==> config.mk <==
export PLATFORM = sky130hd
export DESIGN_NAME = leg_instr_assembler
export DESIGN_NICKNAME = d
export VERILOG_FILES = /design/src/rtl/leg_instr_assembler.sv
export SDC_FILE = /design/constraint.sdc
export NUM_CORES = 1
export LEC_CHECK = 0
export CAP_MARGIN = 20
export CORE_MARGIN = 2
export CORE_UTILIZATION = 35
export CTS_CLUSTER_DIAMETER = 120
export DETAILED_ROUTE_END_ITERATION = 8
export GPL_TIMING_DRIVEN = 0
export MAX_ROUTING_LAYER = met4
export SETUP_SLACK_MARGIN = 0.02
export SYNTH_ARGS = -nofsm -noshare
export SYNTH_HDL_FRONTEND = slang
export SYNTH_SLANG_ARGS = --single-unit
==> constraint.sdc <==
create_clock -name clk -period 2.7 [get_ports clk]
set_input_delay 0.54 -clock clk [delete_from_list [all_inputs] [get_ports clk]]
set_output_delay 0.54 -clock clk [all_outputs]
set_load 0.005 [all_outputs]
==> src/rtl/leg_instr_assembler.sv <==
// leg_instr_assembler
//   Collects the four-byte LEG instruction (opcode, arg1, arg2, dest) one byte
//   per accepted transfer. Presents it through a one-deep output register with
//   a valid/ready handshake. The low nibble of dest is broken out as four
//   select lines for the downstream register-select decoder.
//
// Ports
//   clk, rst          system clock, asynchronous active-high reset
//   in_byte/in_valid/in_ready   upstream byte stream
//   flush             synchronous discard of partial and held instruction
//   out_valid/out_ready         output handshake
//   opcode, arg1, arg2, dest    assembled instruction fields
//   imm1, imm2        opcode immediate flags (top two opcode bits)
//   dest_1..dest_8    dest[0]..dest[3], weighted decoder select lines
//   byte_count        index of the next byte to be accepted
//
// Control state (byte_count x out_valid, all 8 combinations legal)
//   byte_count | out_valid | meaning
//   0..2       | 0         | gathering bytes, output empty
//   0..2       | 1         | gathering bytes, previous instruction held
//   3          | 0         | completing byte will load at once
//   3          | 1         | completing byte waits for the consumer to drain

module leg_instr_assembler #(
  parameter int UUID       = 0,
  parameter     NAME       = "",
  parameter int BYTE_WIDTH = 8
) (
  input  logic                  clk,
  input  logic                  rst,
  input  logic [BYTE_WIDTH-1:0] in_byte,
  input  logic                  in_valid,
  output logic                  in_ready,
  input  logic                  flush,
  output logic                  out_valid,
  input  logic                  out_ready,
  output logic [BYTE_WIDTH-1:0] opcode,
  output logic [BYTE_WIDTH-1:0] arg1,
  output logic [BYTE_WIDTH-1:0] arg2,
  output logic [BYTE_WIDTH-1:0] dest,
  output logic                  imm1,
  output logic                  imm2,
  output logic                  dest_1,
  output logic                  dest_2,
  output logic                  dest_4,
  output logic                  dest_8,
  output logic [1:0]            byte_count
);

  // dest must carry at least the four decoder select bits; a negative UUID
  // would corrupt the XOR-derived child identifiers.
  if (BYTE_WIDTH < 4 || UUID < 0) begin : g_param_check
    $error("leg_instr_assembler %s: BYTE_WIDTH must be >= 4 and UUID >= 0", NAME);
  end

  logic [BYTE_WIDTH-1:0] s0, s1, s2;
  logic [1:0]            byte_count_nxt;
  logic                  out_valid_nxt;
  logic                  accept;
  logic                  drain;
  logic                  complete;

  always_comb begin
    // Only the completing byte has to wait for room in the output register.
    in_ready       = !rst && !flush && (byte_count != 2'd3 || !out_valid || out_ready);
    accept         = in_valid && in_ready;
    drain          = out_valid && out_ready;
    complete       = accept && (byte_count == 2'd3);
    byte_count_nxt = byte_count;
    out_valid_nxt  = out_valid;
    if (flush) begin
      byte_count_nxt = 2'd0;
      out_valid_nxt  = 1'b0;
    end else begin
      if (accept)
        byte_count_nxt = byte_count + 2'd1;
      // A load on the drain edge keeps out_valid high: no bubble.
      if (complete)
        out_valid_nxt = 1'b1;
      else if (drain)
        out_valid_nxt = 1'b0;
    end
  end

  always_ff @(posedge clk or posedge rst) begin
    if (rst) begin
      byte_count <= 2'd0;
      out_valid  <= 1'b0;
    end else begin
      byte_count <= byte_count_nxt;
      out_valid  <= out_valid_nxt;
    end
  end

  // Flush leaves the field registers alone; accept is already blocked by it.
  always_ff @(posedge clk or posedge rst) begin
    if (rst) begin
      s0     <= '0;
      s1     <= '0;
      s2     <= '0;
      opcode <= '0;
      arg1   <= '0;
      arg2   <= '0;
      dest   <= '0;
    end else if (accept) begin
      case (byte_count)
        2'd0: s0 <= in_byte;
        2'd1: s1 <= in_byte;
        2'd2: s2 <= in_byte;
        default: begin
          opcode <= s0;
          arg1   <= s1;
          arg2   <= s2;
          dest   <= in_byte;
        end
      endcase
    end
  end

  // Derived bits come from the output registers only, so they stay stable
  // while the output is stalled and never expose partial staging data.
  assign imm1   = opcode[BYTE_WIDTH-1];
  assign imm2   = opcode[BYTE_WIDTH-2];
  assign dest_1 = dest[0];
  assign dest_2 = dest[1];
  assign dest_4 = dest[2];
  assign dest_8 = dest[3];

endmodule

==> impl_metrics.yaml <==
yosys:
  yosysMostFrequentCell: "dfrtp_1"
  avgSynthCellArea_um2: 17.0
  yosysTopAreaCell: "dfrtp_1"
  yosys.area.top_type_share: 0.594
  ys_warn_count: 0
  synth.top_cells.by_area: "dfrtp_1, mux2_4, mux2_2, ha_1, buf_4"
  ys_async_sr_fraction: 1.00
  synthCells: 146
  syn-cell-area_um2: 2480
  synth_ff_type: "dfrtp_1"
  synth-seq-cells: 59
  synth_common_cells: "dfrtp_1, mux2_4, mux2_2"
  synth.distinct_cells: 17
  synth_edf_count: 0
  syn_nets: 163
  ys_seq_area_frac: 0.594
worst_setup_path:
  r2r_cells: 5
  r2r_start: "byte_count[0]$_DFFE_PP0P_"
  cp-startpoint: "out_ready"
  endpoint: "in_ready"
  r2r_end: "s0[5]$_DFFE_PP0P_"
  path_cells: "clkdlybuf4s50_1 > nand3b_1 > nor3b_1 > clkdlybuf4s50_1"
  arrival_ps: 1930
  reg2reg_slack_ps: 920
  crit_top_cell: "clkdlybuf4s50_1"
  start_kind: "input pin"
  crit_slowest_cell: "clkdlybuf4s50_1"
  critPathRequiredTime_ps: 2160
  path_max_fanout: 5
  cpPeakStageDelay_ps: 530
  criticalPathCategory: "input pin to output pin"
  crit_path_end_kind: "output pin"
cells_and_area:
  final_cell_count_no_fill: 316
  register_area_um2: 1480
  stdcell_area_um2: 3390
  multiInputGateArea_um2: 917
  fin_nets: 232
  n_antenna_cell: 0
  fillers: 619
  syn_to_final_growth_pct: 36.5
  drive_gt1_frac: 0.409
timing:
  rsz0062_at_grt: "false"
  skew_ps: 5.94
  min_period_ps: 2470
  max_freq_mhz: 404
  finalMaxSlewViolations: 0
  slew_headroom: 0.556
  fin_crit_sh: 0.916
  tightest_slew_ps: 664
  timing.hold.ws_ps: 491
  setup_violations: 0
  hold_viol: 0
floorplan:
  io_pins: 55
  fp-row-count: 30
  chipHeight_um: 88.2
  core_um2: 6830
  die_area_um2: 7790
  die_x_um: 88.2
  initial_utilization: 0.364
detailed_routing:
  drt-initial-drc-count: 32
  via_count: 1411
  drtAntennaViolNets: 0
  avgRoutedWirePerCell_um: 14.4
  routed_wl_um: 4550
  route.detailed.drc: 0
  viasPerCell: 4.47
  drt-pass1-iter-count: 2
power:
  pwr_density_cell_nw_per_um2: 613
  internal_power_w: 0.00162
  p_seq_frac: 0.502
  p_comb_frac: 0.110
  sw_frac_of_total: 0.220
  total_power_w: 0.00208
  p_sw_w: 0.000458
  peakVddDrop_mv: 0.376
  leakage_nw: 1.65
  power.share.clock: 0.388
global_routing:
  grt_pass1_vias: 1463
  antenna_found_initial: 0
  grt_remaining_overflow: 0
  grt_first_pass_wirelength_um: 7580
  track_usage: 0.139
  grt_max_degree: 31
clock_network:
  clk_pin_slew_ps: 70
  clock_sinks: 59
  cts.path.max_buffers: 2
  htree_levels: 3
  cts_tree: "done"
  clock_latency_ps: 330
  cts_made_buffers: 9
  root_buffer: "clkbuf_8"
placement:
  place_inst: 297
  io_buffer_count: 54
  gp_congestion: 0.699
  place_hpwl_um: 3070
  postPlaceCellArea_um2: 3160
run_status:
  status: "complete, no violations"
job:
  cap_viol_max_count: 0
worst_hold_path:
  min_path_type: "flop to flop"
==> worst min path at each step <==
stage / start / to / slack [ps] / cells after the start
2_1_floorplan: s1[0]$_DFFE_PP0P_ / arg1[0]$_DFFE_PP0P_ / 470 / 1
5_1_grt: s1[3]$_DFFE_PP0P_ / arg1[3]$_DFFE_PP0P_ / 500 / 1
4_1_cts: s1[3]$_DFFE_PP0P_ / arg1[3]$_DFFE_PP0P_ / 490 / 1
6_report: s1[3]$_DFFE_PP0P_ / arg1[3]$_DFFE_PP0P_ / 490 / 1
3_5_place_dp: s1[3]$_DFFE_PP0P_ / arg1[3]$_DFFE_PP0P_ / 490 / 1
3_3_place_gp: s0[7]$_DFFE_PP0P_ / opcode[7]$_DFFE_PP0P_ / 480 / 1
==> state kept, by name, indices dropped and copies added, names as in the netlist <==
| name | flops |
|---|---|
| arg1 | 8 |
| arg2 | 8 |
| byte_count | 2 |
| dest | 8 |
| opcode | 8 |
| out_valid | 1 |
| s0 | 8 |
| s1 | 8 |
| s2 | 8 |
==> what timing repair did <==
item                       4_1_cts  5_1_grt
resized for setup                0        0
buffers inserted                 0        3
hold buffers                     0        0
setup endpoints to repair        0        1
==> layout make-up <==
class                      count  share of cell area
sequential                    59               0.435
multi-input combinational     75               0.270
timing repair buffer          58               0.172
clock buffer                  12              0.0458
tap                           96              0.0354
buffer                         9              0.0232
clock inverter                 4              0.0144
inverter                       3             0.00332
==> critical path: cells and delay by family <==
family / cells / cell delay [ps]
buf+inv: 2 / 990
simple gates: 2 / 400
==> routing by layer <==
layer,GRT usage,vias up,part of all wire,wire (um)
li1,-,654,-,-
met5,-,-,0,0
met1,0.186,710,0.47,2130
met4,0.0579,0,0.016,72
met3,0.0560,7,0.050,226
met2,0.187,40,0.47,2130
==> power groups by stage <==
stage | sequential, W | combinational (W) | clock (W)
6_report | 0.00104 | 0.000230 | 0.000807
5_1_grt | 0.00106 | 0.000254 | 0.000879
4_1_cts | 0.00104 | 0.000236 | 0.000832
3_5_place_dp | 0.00106 | 0.000235 | 0
3_3_place_gp | 0.00106 | 0.000225 | 0
2_1_floorplan | 0.00105 | 0.000139 | 0
==> cell families after synthesis <==
family | synth area share
and+or+nand+nor | 0.0423
AOI/OAI and AO/OA | 0.00907
adders and majority gates | 0.0202
muxes | 0.298
DFF | 0.594
buffers and inverters | 0.0363
==> layout by cell type, fill, tap and decap left out <==
cell,count
a211o_1,2
a21oi_1,1
buf_12,1
buf_4,9
buf_6,3
bufinv_16,1
clkbuf_1,1
clkbuf_8,11
clkdlybuf4s50_1,54
clkinv_2,2
clkinv_4,1
dfrtp_1,59
ha_1,4
inv_1,2
inv_2,1
mux2_2,27
mux2_4,29
nand2_1,2
nand2b_1,1
nand3_1,2
nand3_2,3
nand3_4,1
nand3b_1,1
nor3b_1,1
nor3b_4,1
==> stage by stage <==
stage | worst slack [ps] | utilization | TNS [ps]
finish | 227 | 0.496 | 0
global route | 71.2 | 0.496 | 0
CTS | 71.8 | 0.493 | 0
detailed placement | 80.7 | 0.463 | 0
global placement | -530 | 0.460 | -31200
floorplan | 704 | - | 0
No activity file was read; power rests on OpenSTA's default activity.
==> RTL edit 1, RTL diff (same settings) <==
The parameter `BYTE_WIDTH` goes from 8 to 6.
--- a/src/rtl/leg_instr_assembler.sv
+++ b/src/rtl/leg_instr_assembler.sv
@@ -24,7 +24,7 @@
 module leg_instr_assembler #(
   parameter int UUID       = 0,
   parameter     NAME       = "",
-  parameter int BYTE_WIDTH = 8
+  parameter int BYTE_WIDTH = 6
 ) (
   input  logic                  clk,
   input  logic                  rst,
Ports: changed (5 resized); port bits go from 55 to 45. No check against the original RTL was run, so the function may have changed too.
==> RTL edit 1 against the unedited design <==
  * Setup slack better by 4.1 ps
  * Synthesized area fell by 23%
  * Total power is 31% lower
  * Core utilization decreased by 0.14 points
  * Hold slack gained 15 ps
  * Wire length fell by 20%
  * Clock power is 45% lower
  * Sequential cell count down 14
  * Fmax increased by 0.17%
  * Final area fell by 24%
  * Largest cell class unchanged
==> RTL edit 1: results (changes against the unedited design) <==
Post-Layout Cell Count - 242 (-23%)
drt pass-1 iters - 4 (+2)
Leakage - 1.24 nW (-24%)
share of layout cells above drive strength 1 - 0.372 (-0.0370)
Num CTS Buffers - 5 (-4)
dpl hpwl - 2.64 mm (-14%)
later-pin clock latency in the skew report - 300 ps (-30 ps)
status - finished, final reports clean
Post-Route WL - 3.66 mm (-20%)
number of antenna violations at the first check in global routing - 0 (unchanged)
Critical Path Fanout Max - 3 (-2)
Synth async-reset ratio - 1.00 (unchanged)
cts repair resizes - 0 (unchanged)
largest net degree at the start of global routing - 32 (+3.2%)
number of DRC markers in iteration 0 - 38 (+19%)
Mapped Nets - 132 (-19%)
root buffer cell - clkbuf_8
Worst VDD drop - 0.409 mV (+8.6%)
routability congestion estimate - 0.725 (+3.6%)
Post-Place Setup Slack - 105 ps (+24.1 ps)
Critical Path AT - 1930 ps (about the same)
CTS max path bufs - 2 (unchanged)
Net count, final - 186 (-20%)
commonest cells in the synthesized netlist - dfrtp_1, mux2_2, mux2_4
all-layer global routing usage - 0.134 (-0.00443)
sequential cell area fraction in the yosys report - 0.589 (-0.00545)
ant diodes - 0 (unchanged)
first-pass GRT wire length - 6.05 mm (-20%)
slew margin rel. - 0.731 (+0.175)
Vias - 1133 (-20%)
H-tree Lvls - 2 (-1)
Placed Instances - 232 (-22%)
Synth Instances - 117 (-20%)
skew final - 3.13 ps (-2.82 ps)
Fillers - 462 (-25%)
I/O Buffers - 44 (-19%)
largest cells by area after synthesis - dfrtp_1, mux2_4, mux2_2, ha_1, buf_4
Yosys Warn Count - 0 (unchanged)
vias in the first global route - 1207 (-17%)
Distinct cells, synth - 16 (-1)
[RTL edit 1: cell types whose count changed in the layout (fill, tap and decap cells not counted), sizes merged]
cell | before | now
buf | 13 | 11
bufinv | 1 | 0
clkbuf | 12 | 7
clkdlybuf4s50 | 54 | 44
clkinv | 3 | 1
dfrtp | 59 | 45
mux2 | 56 | 42
[RTL edit 1: through the flow]
step	area, um^2	total power, mW
global route	2580	1.50
floorplan	1910	0.904
global placement	2440	0.982
finish	2580	1.43
CTS	2560	1.44
detailed placement	2460	0.998
[RTL edit 1: area by class of cell]
cell class,count,share of cell area
well taps,70,0.0340
multi-input cells,61,0.274
inverters,3,0.00437
plain buffers,8,0.0262
flip-flops and latches,45,0.437
repair buffers,47,0.185
clock inverters,1,0.00194
clock buffers,7,0.0374
[RTL edit 1: final timing paths]
path / startpoint / end / slack (ps) / depth (start not counted)
max in group asynchronous: rst / arg2[2]$_DFFE_PP0P_ / 1590 / 3
max: out_ready / in_ready / 230 / 4
max reg2reg: byte_count[0]$_DFFE_PP0P_ / s2[2]$_DFFE_PP0P_ / 920 / 5
min in group asynchronous: rst / out_valid$_DFFE_PP0P_ / 640 / 2
min reg2reg: s0[1]$_DFFE_PP0P_ / opcode[1]$_DFFE_PP0P_ / 510 / 1
min: s0[1]$_DFFE_PP0P_ / opcode[1]$_DFFE_PP0P_ / 510 / 1
[RTL edit 1: metal layers]
layer	up-vias	global-route usage	wire [um]
met5	-	-	0
met4	0	0.0368	45
met3	6	0.0477	185
met2	38	0.218	1840
met1	579	0.159	1590
li1	510	-	-
[RTL edit 1: power by group]
| group | switching, mW | internal [mW] |
|---|---|---|
| Clock | 0.215 | 0.231 |
| Combinational | 0.0598 | 0.123 |
| Sequential | 0.0431 | 0.753 |
| Total | 0.318 | 1.11 |
[RTL edit 1: timing repair]
action / CTS / global route
endpoints found under the hold margin: 0 / 0
hold buffers: 0 / 0
setup buffers: 0 / 2
endpoints found under the setup margin: 0 / 1
[RTL edit 1: cell families after synthesis]
logic type	after synthesis	synth area share
simple gates	12	0.0471
flops	45	0.589
compound gates	3	0.0118
mux	42	0.285
fa+ha+maj	4	0.0262
buf+inv	11	0.0412
[RTL edit 1: worst max-delay path, cell delays in order]
cell and delay, ps:
clkdlybuf4s50_1 470, nand3b_1 160, nor3b_1 220, clkdlybuf4s50_1 540
==> RTL edit 2, RTL diff (same flow settings) <==
Without the edit above. Reset style: synchronous (`rst`), changed in 2 clocked blocks. Comments in the files are not updated.
--- a/src/rtl/leg_instr_assembler.sv
+++ b/src/rtl/leg_instr_assembler.sv
@@ -82,7 +82,7 @@
     end
   end
 
-  always_ff @(posedge clk or posedge rst) begin
+  always_ff @(posedge clk) begin
     if (rst) begin
       byte_count <= 2'd0;
       out_valid  <= 1'b0;
@@ -93,7 +93,7 @@
   end
 
   // Flush leaves the field registers alone; accept is already blocked by it.
-  always_ff @(posedge clk or posedge rst) begin
+  always_ff @(posedge clk) begin
     if (rst) begin
       s0     <= '0;
       s1     <= '0;
Behaviour: differs if rst is asserted again (counterexample within 4 cycles, from zero or initial values and one cycle with rst high); with rst held inactive, the same outputs for 10 cycles.
==> RTL edit 2 against the unedited design <==
  * Via count grew 46%
  * Final area grew 7.9%
  * Largest cell class is now multi-input gates
  * Final cell count grew 37%
  * Sequential cell count is the same
  * Core utilization shrank 2.0 points
  * Setup slack gained 74 ps
  * Wire length grew 39%
  * Critical endpoint unchanged
  * Synthesized area grew 12%
Power is not compared: it rests on default switching activity, and its combinational part moved more than twofold at a synthesized area within 25%.
==> RTL edit 2: results (changes against the unedited design) <==
status - finished, final reports clean
CP peak stage delay - 490 ps (-40 ps)
dpl hpwl - 4.43 mm (+44%)
sequential cell area fraction in the yosys report - 0.426 (-0.168)
Critical Path AT - 1860 ps (-70 ps)
first-pass GRT wire length - 10.7 mm (+41%)
Net count, final - 344 (+48%)
drt pass-1 iters - 4 (+2)
Post-Route WL - 6.33 mm (+39%)
Synth async-reset ratio - 0 (-1.00)
root buffer cell - clkbuf_8
Vias - 2061 (+46%)
Main synth FF type - dfxtp_1
share of layout cells above drive strength 1 - 0.314 (-0.0949)
CTS max path bufs - 2 (unchanged)
number of DRC markers in iteration 0 - 87 (+170%)
skew final - 9.91 ps (+3.96 ps)
Fillers - 747 (+21%)
Synth Instances - 262 (+79%)
Placed Instances - 417 (+40%)
Distinct cells, synth - 25 (+8)
all-layer global routing usage - 0.164 (+0.0250)
largest net degree at the start of global routing - 12 (-61%)
routability congestion estimate - 0.785 (+12%)
DR WL/cell - 14.6 um (+1.4%)
Tightest Pin Transition - 434 ps (-230 ps)
ant diodes - 0 (unchanged)
largest cells by area after synthesis - dfxtp_1, nand3_2, a21oi_2, mux2i_1, o21ai_0
Mapped Nets - 280 (+72%)
commonest cells in the synthesized netlist - dfxtp_1, o21ai_0, a21oi_2, nand3_2, mux2i_1
Critical Path Fanout Max - 10 (+5)
Leakage - 1.36 nW
## RTL edit 2: cell count changes after synthesis, sizes merged, moves of 7 or more
| cell | before | now |
|---|---|---|
| a21oi | 1 | 33 |
| buf | 9 | 21 |
| dfrtp | 59 | 0 |
| dfxtp | 0 | 59 |
| inv | 3 | 10 |
| mux2 | 56 | 1 |
| mux2i | 0 | 25 |
| nand2b | 1 | 24 |
| nand3 | 6 | 33 |
| o21ai | 0 | 32 |
## RTL edit 2: metal layers
layer	vias to the layer above	routed length, um	global-route usage
met3	11	267	0.0374
li1	1024	-	-
met4	0	115	0.0662
met5	-	0	-
met2	55	2810	0.239
met1	971	3130	0.219
## RTL edit 2: worst paths after layout
path	from	endpoint	slack [ps]	depth (start not counted)
worst min-delay path	s1[4]$_SDFFE_PP0P_	arg1[4]$_SDFFE_PP0P_	450	2
worst min register to register	s1[4]$_SDFFE_PP0P_	arg1[4]$_SDFFE_PP0P_	450	2
worst max-delay path	out_ready	in_ready	300	5
worst max register to register	byte_count[0]$_SDFFE_PP0P_	opcode[7]$_SDFFE_PP0P_	950	5
## RTL edit 2: layout make-up
type                            count  share of cell area
Tap cell                          102              0.0349
Clock inverter                      6              0.0243
Multi-Input combinational cell    166               0.374
Inverter                           10              0.0103
Clock buffer                       10              0.0376
Buffer                             27              0.0516
Sequential cell                    59               0.323
Timing Repair Buffer               53               0.144
## RTL edit 2: tightest hold or removal path, delay by kind of cell, from the launching register on
kind            cells  cell delay [ps]
flops               1              320
simple gates        1               60
compound gates      1               40
## RTL edit 2: through the flow
| stage | worst slack (ps) | instance area, um^2 |
|---|---|---|
| 6_report | 301 | 3660 |
| 5_1_grt | 206 | 3660 |
| 4_1_cts | 274 | 3660 |
| 3_5_place_dp | -94.7 | 3430 |
| 3_3_place_gp | -90.6 | 3430 |
| 2_1_floorplan | 1010 | 2770 |
## RTL edit 2: timing repair
action                                 in CTS  in global routing
setup endpoints to repair                   1                  0
resized for setup                           6                  0
endpoints found under the hold margin       0                  0
setup buffers                               0                  0
## RTL edit 2: power by group through the flow
| stage | combinational, mW | sequential [mW] | clock, mW |
|---|---|---|---|
| 2_1_floorplan | 0.0518 | 0.907 | 0 |
| 3_3_place_gp | 0.0925 | 0.909 | 0 |
| 3_5_place_dp | 0.0933 | 0.909 | 0 |
| 4_1_cts | 0.0926 | 0.889 | 0.930 |
| 5_1_grt | 0.0988 | 0.890 | 0.971 |
| 6_report | 0.0912 | 0.889 | 0.913 |
## RTL edit 2: cells by family after synthesis
group | after synthesis | synth area share
adder cells (fa/ha/maj) | 5 | 0.0226
AO/OA/AOI/OAI | 65 | 0.158
buffers and inverters | 37 | 0.0799
multiplexers | 26 | 0.0944
flip-flops | 59 | 0.426
AND/OR/NAND/NOR | 70 | 0.219
